## src/rtl/ctrl_types_pkg.sv

```systemverilog
// rtl/ctrl_types_pkg.sv - shared enums and one-hot helper for the cache operation controller
package ctrl_types_pkg;

  typedef enum logic [1:0] {
    OP_NOP    = 2'd0,
    OP_READ   = 2'd1,
    OP_UPSERT = 2'd2,
    OP_DELETE = 2'd3
  } operation_e;

  typedef enum logic [1:0] {
    ST_OK     = 2'd0,
    ST_MISS   = 2'd1,
    ST_FULL   = 2'd2,
    ST_BAD_OP = 2'd3
  } status_e;

  typedef enum logic [1:0] {
    S_IDLE   = 2'd0,
    S_LOOKUP = 2'd1,
    S_EXEC   = 2'd2,
    S_RESP   = 2'd3
  } ctrl_state_e;

  localparam int MAX_ENTRIES = 256;
  localparam int MAX_IDX_W   = 8;

  // Callers zero-extend their vector to MAX_ENTRIES and truncate the result to their index width.
  function automatic logic [MAX_IDX_W-1:0] onehot_to_bin(input logic [MAX_ENTRIES-1:0] oh);
    logic [MAX_IDX_W-1:0] bin;
    bin = '0;
    for (int i = 0; i < MAX_ENTRIES; i++) begin
      if (oh[i]) bin = bin | MAX_IDX_W'(i);
    end
    return bin;
  endfunction

endpackage

```

## src/rtl/free_slot_finder.sv

```systemverilog
// rtl/free_slot_finder.sv - lowest-index free slot priority encoder (one-hot out)
module free_slot_finder #(
  parameter int NUM_ENTRIES = 16
) (
  input  logic [NUM_ENTRIES-1:0] used,
  output logic [NUM_ENTRIES-1:0] free_slot,
  output logic                   any_free
);

  logic [NUM_ENTRIES-1:0] used_inc;

  // Adding one ripples through the trailing ones and lands on the lowest zero.
  assign used_inc  = used + NUM_ENTRIES'(1);
  assign free_slot = ~used & used_inc;
  assign any_free  = ~&used;

endmodule

```

## src/rtl/cache_op_ctrl.sv

```systemverilog
// rtl/cache_op_ctrl.sv - key-value cache request/response controller; CACHE_OP_CTRL_EVICT_EN enables round-robin eviction
module cache_op_ctrl
  import ctrl_types_pkg::*;
#(
  parameter int NUM_ENTRIES = 16,
  parameter int IDX_W       = $clog2(NUM_ENTRIES)
) (
  input  logic                   clk,
  input  logic                   rst_n,
  input  logic                   req_valid,
  output logic                   req_ready,
  input  logic [1:0]             req_op,
  output logic                   resp_valid,
  input  logic                   resp_ready,
  output logic [1:0]             resp_status,
  output logic [IDX_W-1:0]       resp_idx,
  input  logic                   mem_hit,
  input  logic [NUM_ENTRIES-1:0] mem_hit_idx,
  input  logic [NUM_ENTRIES-1:0] mem_used,
  output logic                   mem_select,
  output logic                   mem_write,
  output logic                   mem_delete,
  output logic [NUM_ENTRIES-1:0] mem_idx,
  output logic [IDX_W:0]         occupancy
);

  ctrl_state_e            state, state_nx;
  operation_e             op_q;
  logic                   hit_q, any_free_q;
  logic [NUM_ENTRIES-1:0] hit_idx_q, free_q;
  status_e                status_q, exec_status;
  logic [IDX_W-1:0]       idx_q, exec_idx;
  logic [NUM_ENTRIES-1:0] free_slot;
  logic                   any_free;
  logic [IDX_W:0]         used_count;
  logic                   evict;

  free_slot_finder #(.NUM_ENTRIES(NUM_ENTRIES)) u_free (
    .used      (mem_used),
    .free_slot (free_slot),
    .any_free  (any_free)
  );

`ifdef CACHE_OP_CTRL_EVICT_EN
  logic [NUM_ENTRIES-1:0] victim_q;
  always_ff @(posedge clk or negedge rst_n) begin
    if (!rst_n)     victim_q <= NUM_ENTRIES'(1);
    else if (evict) victim_q <= {victim_q[NUM_ENTRIES-2:0], victim_q[NUM_ENTRIES-1]};
  end
`endif

  always_comb begin
    used_count = '0;
    for (int i = 0; i < NUM_ENTRIES; i++) used_count = used_count + (IDX_W+1)'(mem_used[i]);
  end

  always_ff @(posedge clk or negedge rst_n) begin
    if (!rst_n) state <= S_IDLE;
    else        state <= state_nx;
  end

  always_comb begin
    state_nx    = state;
    req_ready   = 1'b0;
    resp_valid  = 1'b0;
    mem_select  = 1'b0;
    mem_write   = 1'b0;
    mem_delete  = 1'b0;
    mem_idx     = '0;
    exec_status = ST_OK;
    exec_idx    = '0;
    evict       = 1'b0;
    case (state)
      S_IDLE: begin
        req_ready = 1'b1;
        if (req_valid) state_nx = (operation_e'(req_op) == OP_NOP) ? S_RESP : S_LOOKUP;
      end
      S_LOOKUP: begin
        mem_select = 1'b1;
        state_nx   = S_EXEC;
      end
      S_EXEC: begin
        state_nx = S_RESP;
        case (op_q)
          OP_READ: begin
            if (hit_q) begin
              mem_select = 1'b1;
              mem_idx    = hit_idx_q;
              exec_idx   = IDX_W'(onehot_to_bin(MAX_ENTRIES'(hit_idx_q)));
            end else begin
              exec_status = ST_MISS;
            end
          end
          OP_UPSERT: begin
            if (hit_q) begin
              mem_write = 1'b1;
              mem_idx   = hit_idx_q;
              exec_idx  = IDX_W'(onehot_to_bin(MAX_ENTRIES'(hit_idx_q)));
            end else if (any_free_q) begin
              mem_write = 1'b1;
              mem_idx   = free_q;
              exec_idx  = IDX_W'(onehot_to_bin(MAX_ENTRIES'(free_q)));
            end else begin
`ifdef CACHE_OP_CTRL_EVICT_EN
              mem_write = 1'b1;
              mem_idx   = victim_q;
              exec_idx  = IDX_W'(onehot_to_bin(MAX_ENTRIES'(victim_q)));
              evict     = 1'b1;
`else
              exec_status = ST_FULL;
`endif
            end
          end
          OP_DELETE: begin
            if (hit_q) begin
              mem_delete = 1'b1;
              mem_idx    = hit_idx_q;
              exec_idx   = IDX_W'(onehot_to_bin(MAX_ENTRIES'(hit_idx_q)));
            end else begin
              exec_status = ST_MISS;
            end
          end
          default: exec_status = ST_BAD_OP;
        endcase
      end
      S_RESP: begin
        resp_valid = 1'b1;
        if (resp_ready) state_nx = S_IDLE;
      end
      default: state_nx = S_IDLE;
    endcase
  end

  always_ff @(posedge clk or negedge rst_n) begin
    if (!rst_n) begin
      op_q       <= OP_NOP;
      hit_q      <= 1'b0;
      hit_idx_q  <= '0;
      free_q     <= '0;
      any_free_q <= 1'b0;
      status_q   <= ST_OK;
      idx_q      <= '0;
      occupancy  <= '0;
    end else begin
      occupancy <= used_count;
      if (state == S_IDLE && req_valid) begin
        op_q <= operation_e'(req_op);
        if (operation_e'(req_op) == OP_NOP) begin
          status_q <= ST_BAD_OP;
          idx_q    <= '0;
        end
      end
      if (state == S_LOOKUP) begin
        hit_q      <= mem_hit;
        hit_idx_q  <= mem_hit_idx;
        free_q     <= free_slot;
        any_free_q <= any_free;
      end
      if (state == S_EXEC) begin
        status_q <= exec_status;
        idx_q    <= exec_idx;
      end
    end
  end

  assign resp_status = status_q;
  assign resp_idx    = idx_q;

  // Memory must return a one-hot index whenever it reports a hit.
  assert property (@(posedge clk) disable iff (!rst_n)
    (state == S_LOOKUP && mem_hit) |-> $onehot(mem_hit_idx));
  assert property (@(posedge clk) disable iff (!rst_n) !(mem_write && mem_delete));

endmodule
```

## config.mk

```make
export PLATFORM = sky130hd
export DESIGN_NAME = cache_op_ctrl
export DESIGN_NICKNAME = d
export VERILOG_FILES = /design/src/rtl/ctrl_types_pkg.sv /design/src/rtl/free_slot_finder.sv /design/src/rtl/cache_op_ctrl.sv
export SDC_FILE = /design/constraint.sdc
export NUM_CORES = 1
export LEC_CHECK = 0
export ABC_AREA = 1
export BUFFER_PORTS_ARGS = -buffer_cell sky130_fd_sc_hd__buf_4
export CAP_MARGIN = 40
export CORE_UTILIZATION = 45
export DETAILED_ROUTE_END_ITERATION = 8
export PLACE_DENSITY = 0.68
export SYNTH_ARGS = -nofsm -noshare
export SYNTH_HDL_FRONTEND = slang
export SYNTH_SLANG_ARGS = --single-unit
```

## constraint.sdc

```tcl
create_clock -name clk -period 2.3 [get_ports clk]
set_input_delay 0.23 -clock clk [delete_from_list [all_inputs] [get_ports clk]]
set_output_delay 0.23 -clock clk [all_outputs]
set_load 0.05 [all_outputs]
```

# Word-level counts from Yosys, hierarchy flattened
# Cells that the tools add are included.
[word_totals]
mem_bits_ro = 0
memories = 0
elab_cells = 109
out_inout_bits = 32
ram_bits = 0
latchBits = 0
regBits = 49
[classes]
div = 0
n_reduce_logical = 10
add_sub_neg = 16
order_cmp = 0
mux = 64
shifts = 0
bitwise_logic = 2
n_eq_ne = 8
n_mul = 0
[op_table]
columns = ["op", "n"]
rows = [
  ["4-bit two-way mux", 22],
  ["16-bit two-way mux", 4],
  ["5-bit by 1-bit adder with 5-bit output", 11],
  ["16-bit one-hot mux with 2 select lines", 1],
  ["2-bit two-way mux", 12],
  ["3-bit two-way mux", 8],
  ["16-bit by 1-bit adder with 16-bit output, second input constant", 1],
  ["16-bit bitwise AND", 1],
  ["16-bit inverter", 1],
  ["16-bit AND reduction", 1],
  ["1-bit two-way mux", 13],
  ["2-bit equality test, second input constant", 4],
  ["2-bit one-hot mux with 4 select lines", 1],
  ["4-bit one-hot mux with 2 select lines", 1],
  ["4-bit by 1-bit adder with 5-bit output", 1],
  ["3-bit by 1-bit adder with 4-bit output", 1],
  ["2-bit by 1-bit equality test with 1-bit output, second input constant", 2],
  ["2-bit logical NOT", 2],
  ["2-bit inequality test, second input constant", 2],
  ["2-bit one-hot mux with 2 select lines", 1],
  ["2-bit AND reduction", 2],
  ["2-bit nonzero test", 2],
  ["2-bit by 1-bit adder with 3-bit output", 1],
  ["1-bit by 1-bit adder with 2-bit output", 1],
  ["other kinds (4)", 4],
]

# Logic depth before layout (Yosys ltp)
[depth]
ltp_word = 19
mapped_depth = 12

# Modules after synthesis
# From an unflattened synthesis, not the netlist that was laid out.
[hier_totals]
cells_unflattened = 379
hier_area_um2 = 3161.8
[by_module_without_submodules]
columns = ["module", "cells_per_inst", "area_per_inst_um2", "instances"]
rows = [
  ["cache_op_ctrl", 320, 2887.8, 1],
  ["free_slot_finder", 59, 274.0, 1],
]

# Worst setup path after synthesis
# Ideal clock, no wire load.
[synth_path]
kind = "input to register"
startpoint = "input mem_used[0]"
endpoint = "register occupancy[2]"
slack_ns = -0.776
setup_time_ns = 0.123
cell_stages = 10
t_arrival_ns = 2.953
n_path_buf = 0
path_cell_list = "inv_1 -> fa_1 -> fa_1 -> fa_1 -> fa_1 -> inv_1 -> ha_1 -> inv_1 -> fa_1 -> xnor2_1"
[synth_via]
elab_chain_cells = 15
[synth_lines]
columns = ["element", "line", "rtl"]
rows = [
  ["from (decl)", "cache_op_ctrl.sv:19", "input logic [NUM_ENTRIES-1:0] mem_used,"],
  ["1-bit by 1-bit adder with 2-bit output", "cache_op_ctrl.sv:54", "for (int i = 0; i < NUM_ENTRIES; i++) used_count = used_count + (IDX_W+1)'(mem_used[i]);"],
  ["2-bit by 1-bit adder with 3-bit output", "cache_op_ctrl.sv:54", ""],
  ["3-bit by 1-bit adder with 4-bit output", "cache_op_ctrl.sv:54", ""],
  ["4-bit by 1-bit adder with 5-bit output", "cache_op_ctrl.sv:54", ""],
  ["5-bit by 1-bit adder with 5-bit output (11 in a row)", "cache_op_ctrl.sv:54", ""],
  ["named net used_count[2]", "cache_op_ctrl.sv:35", "logic [IDX_W:0] used_count;"],
  ["to (signal assigned)", "cache_op_ctrl.sv:145", "occupancy <= used_count;"],
  ["to (decl)", "cache_op_ctrl.sv:24", "output logic [IDX_W:0] occupancy"],
]
# The timed path passes the listed nets, and every way through them passes these cells.
# A chain may end at the register's enable or synchronous reset.

# Worst setup path in the final report
[layout_path]
startpoint = "input mem_used[11]"
endpoint = "register occupancy[1]"
[layout_via]
elab_chain_cells = 5
[layout_lines]
columns = ["element", "line"]
rows = [
  ["5-bit by 1-bit adder with 5-bit output (5 in a row)", "cache_op_ctrl.sv:54"],
  ["named net used_count[1]", "cache_op_ctrl.sv:35"],
]
# The timed path passes the listed nets, and every way through them passes these cells.

==> run summary <==
Fmax: 0.3482 GHz
Mapped Cells: 402
Netlist Area Pre-Place: 0.003092 mm2
Initial Util: 0.4760
Synthesized area per cell: 7.691 um2
Commonest non-fill, non-tap cell in the layout: nand2_1
Die footprint: 0.007206 mm2
Clk Latency, worst-skew pair: 0.29 ns
Largest net degree at the start of global routing: 50
Root Buffer: clkbuf_8
Crit end category: flop
Area growth, synth to finish: 27.36%
Post-synthesis sequential area ratio: 0.3966
DR WL/cell: 12.95 um
P per Cell Area: 1169 mW/mm2
Hold/Removal Path Class: in -> reg
Hold slack final: 0.1313 ns
CTS tree: yes
Antenna cells: 0
Final wirelength: 7.305 mm
Library cells used by synthesis: 26
Vias per cell: 5.050
Antenna violations before repair: 0
Worst vdd ir: 607.3 uV
Commonest non-fill, non-tap cells in the layout: nand2_1 (135), buf_4 (89), nor2_1 (61)
Vias in the first global route: 2776
WP data required: 2.50 ns
Horiz. Die Dim: 84.89 um
Yosys warns: 0
First DRT Iteration DRCs: 183
Fin crit period: 2.872 ns
Overall routing resource usage: 0.2180
Status: complete, but fails checks
Register bit count reported by yosys: 49
Final WS setup: -0.5718 ns
Area contributors post-synth: dfrtp_1 (40%), nand2_1 (16%), nor2_1 (7.4%)
Util after Layout: 0.6062
Arr. time, crit path: 3.07 ns
Num CTS Buffers: 5
First-pass GRT wire length: 12.50 mm
Skew final: 0.004794 ns
CP Launch Type: primary input
Part of the cycle the worst path needs: 1.249
PortBufs: 70
Fin. Hold Viols: 0
Area share of the largest cell type after synthesis: 0.3966
# rows: 29
Max Buffers Root-to-Sink: 2
Measured slew at the worst slew-check pin: 0.6370 ns
Chip height: 84.89 um
WS Path Type: in -> reg
FILL cells: 606
Drt pass-1 iters: 8
Critical-path maximum fanout: 2
Worst slew margin: 0.5753
Max Cap Viol: 0
Reg2Reg Setup Slack: 0.79 ns
Core area: 0.006495 mm2
Placer Congestion: 0.8979
CTS H-tree depth: 2
Final Max Slew Viols: 0
Final nets: 548
Clock sink count: 49
HPWL Detailed: 5.653 mm
Clock Pin Slew Worst Setup and Hold Paths: 0.09 ns
Detail Route Antenna Nets: 0
Setup violations, final: 5
Residual DRC: 6
Pleak: 0.002043 uW
RSZ-0062 raised after global routing: true
Post-synth top area cell: dfrtp_1
Layout cells sized above 1: 0.2834
Syn Nets: 462
IO Pins: 71
Routed via count: 2848
Violated checks: design-rule violations, negative setup slack
Gr ovfl total: 0
==> final timing paths <==
kind                           startpoint              to  depth (start not counted)
setup / recovery             mem_used[11]    occupancy[1]                         11
hold / removal             mem_hit_idx[9]    hit_idx_q[9]                          3
setup reg to reg                 state[1]      free_q[15]                          6
hold reg to reg              hit_idx_q[0]    hit_idx_q[0]                          2
max in group asynchronous           rst_n   hit_idx_q[11]                          2
min in group asynchronous           rst_n  resp_status[1]                          2
==> state kept, by name, indices dropped and copies added (netlist names) <==
| signal | flops |
|---|---|
| hit_q | 1 |
| resp_status | 2 |
| op_q | 2 |
| any_free_q | 1 |
| state | 2 |
| occupancy | 5 |
| resp_idx | 4 |
| hit_idx_q | 16 |
| free_q | 16 |
==> critical path, cell delays in order <==
cell and delay (ns):
buf_8 0.09, inv_8 0.03, fa_1 0.54, fa_1 0.45
fa_1 0.54, fa_1 0.42, inv_2 0.08, ha_4 0.12
inv_2 0.03, fa_2 0.50, inv_1 0.03
==> routing by layer <==
metal / share of wire / vias up / track usage
met5: 0 / - / 0
met4: 0.0060 / 0 / 0.04622
met3: 0.046 / 5 / 0.03405
met2: 0.49 / 76 / 0.3740
met1: 0.46 / 1346 / 0.2945
li1: - / 1421 / -
==> report_power, final <==
group	leakage [uW]	switching [uW]	internal, uW
clock	0.0000399	274	201
combinational	0.00138	1810	902
sequential	0.000623	252	1170
==> stage by stage <==
step | TNS [ns] | area [um2] | worst slack (ns) | total power [uW] | cells
after floorplan | -2.766 | 3114 | -0.7168 | 3388 | 402
after global placement | -3.802 | 3802 | -0.9169 | 4021 | 555
after detailed placement | -3.869 | 3802 | -0.9156 | 4087 | 555
after CTS | -2.171 | 3926 | -0.5664 | 4615 | 564
after global routing | -2.487 | 3938 | -0.6274 | 4976 | 564
final | -2.194 | 3938 | -0.5718 | 4603 | 564
==> logic make-up (layout without fill, tap and decap cells) <==
group	after synthesis	count (layout)	synth area share
AOI/OAI and AO/OA	47	47	0.1153
xor gates and xnor gates	2	2	0.005667
adders and majority gates	21	21	0.1093
buffers and inverters	61	146	0.08539
DFF	49	49	0.3966
and+or+nand+nor	222	222	0.2877
==> layout make-up <==
type | instances | area, um2 | share of cell area
Multi-Input combinational cell | 292 | 1632 | 0.4144
Inverter | 47 | 193.9 | 0.04925
Tap cell | 77 | 96.34 | 0.02447
Clock buffer | 5 | 68.82 | 0.01748
Timing Repair Buffer | 93 | 715.7 | 0.1818
Clock inverter | 1 | 5.005 | 0.001271
Sequential cell | 49 | 1226 | 0.3114
==> synthesized netlist by cell type <==
cell,n
o21ai_0,9
inv_1,41
clkbuf_1,1
buf_6,1
buf_2,10
nand2_1,135
nand3_1,17
buf_4,1
nand4_1,2
nor3_1,2
dfrtp_1,49
nor2_2,3
nor2_1,61
o22ai_1,1
a211oi_2,15
buf_8,1
nor2_8,1
inv_2,6
nand3b_1,1
ha_1,11
fa_1,10
xnor2_1,1
o21ai_1,16
xor2_1,1
o31ai_1,3
a21oi_1,3
==> timing repair <==
action,4_1_cts,5_1_grt
setup buffers,2,0
hold endpoints to repair,49,0
hold buffers,1,0
resized for setup,8,6
setup endpoints to repair,5,6
pin swaps,0,2
Power figures use the tool's default switching activity.
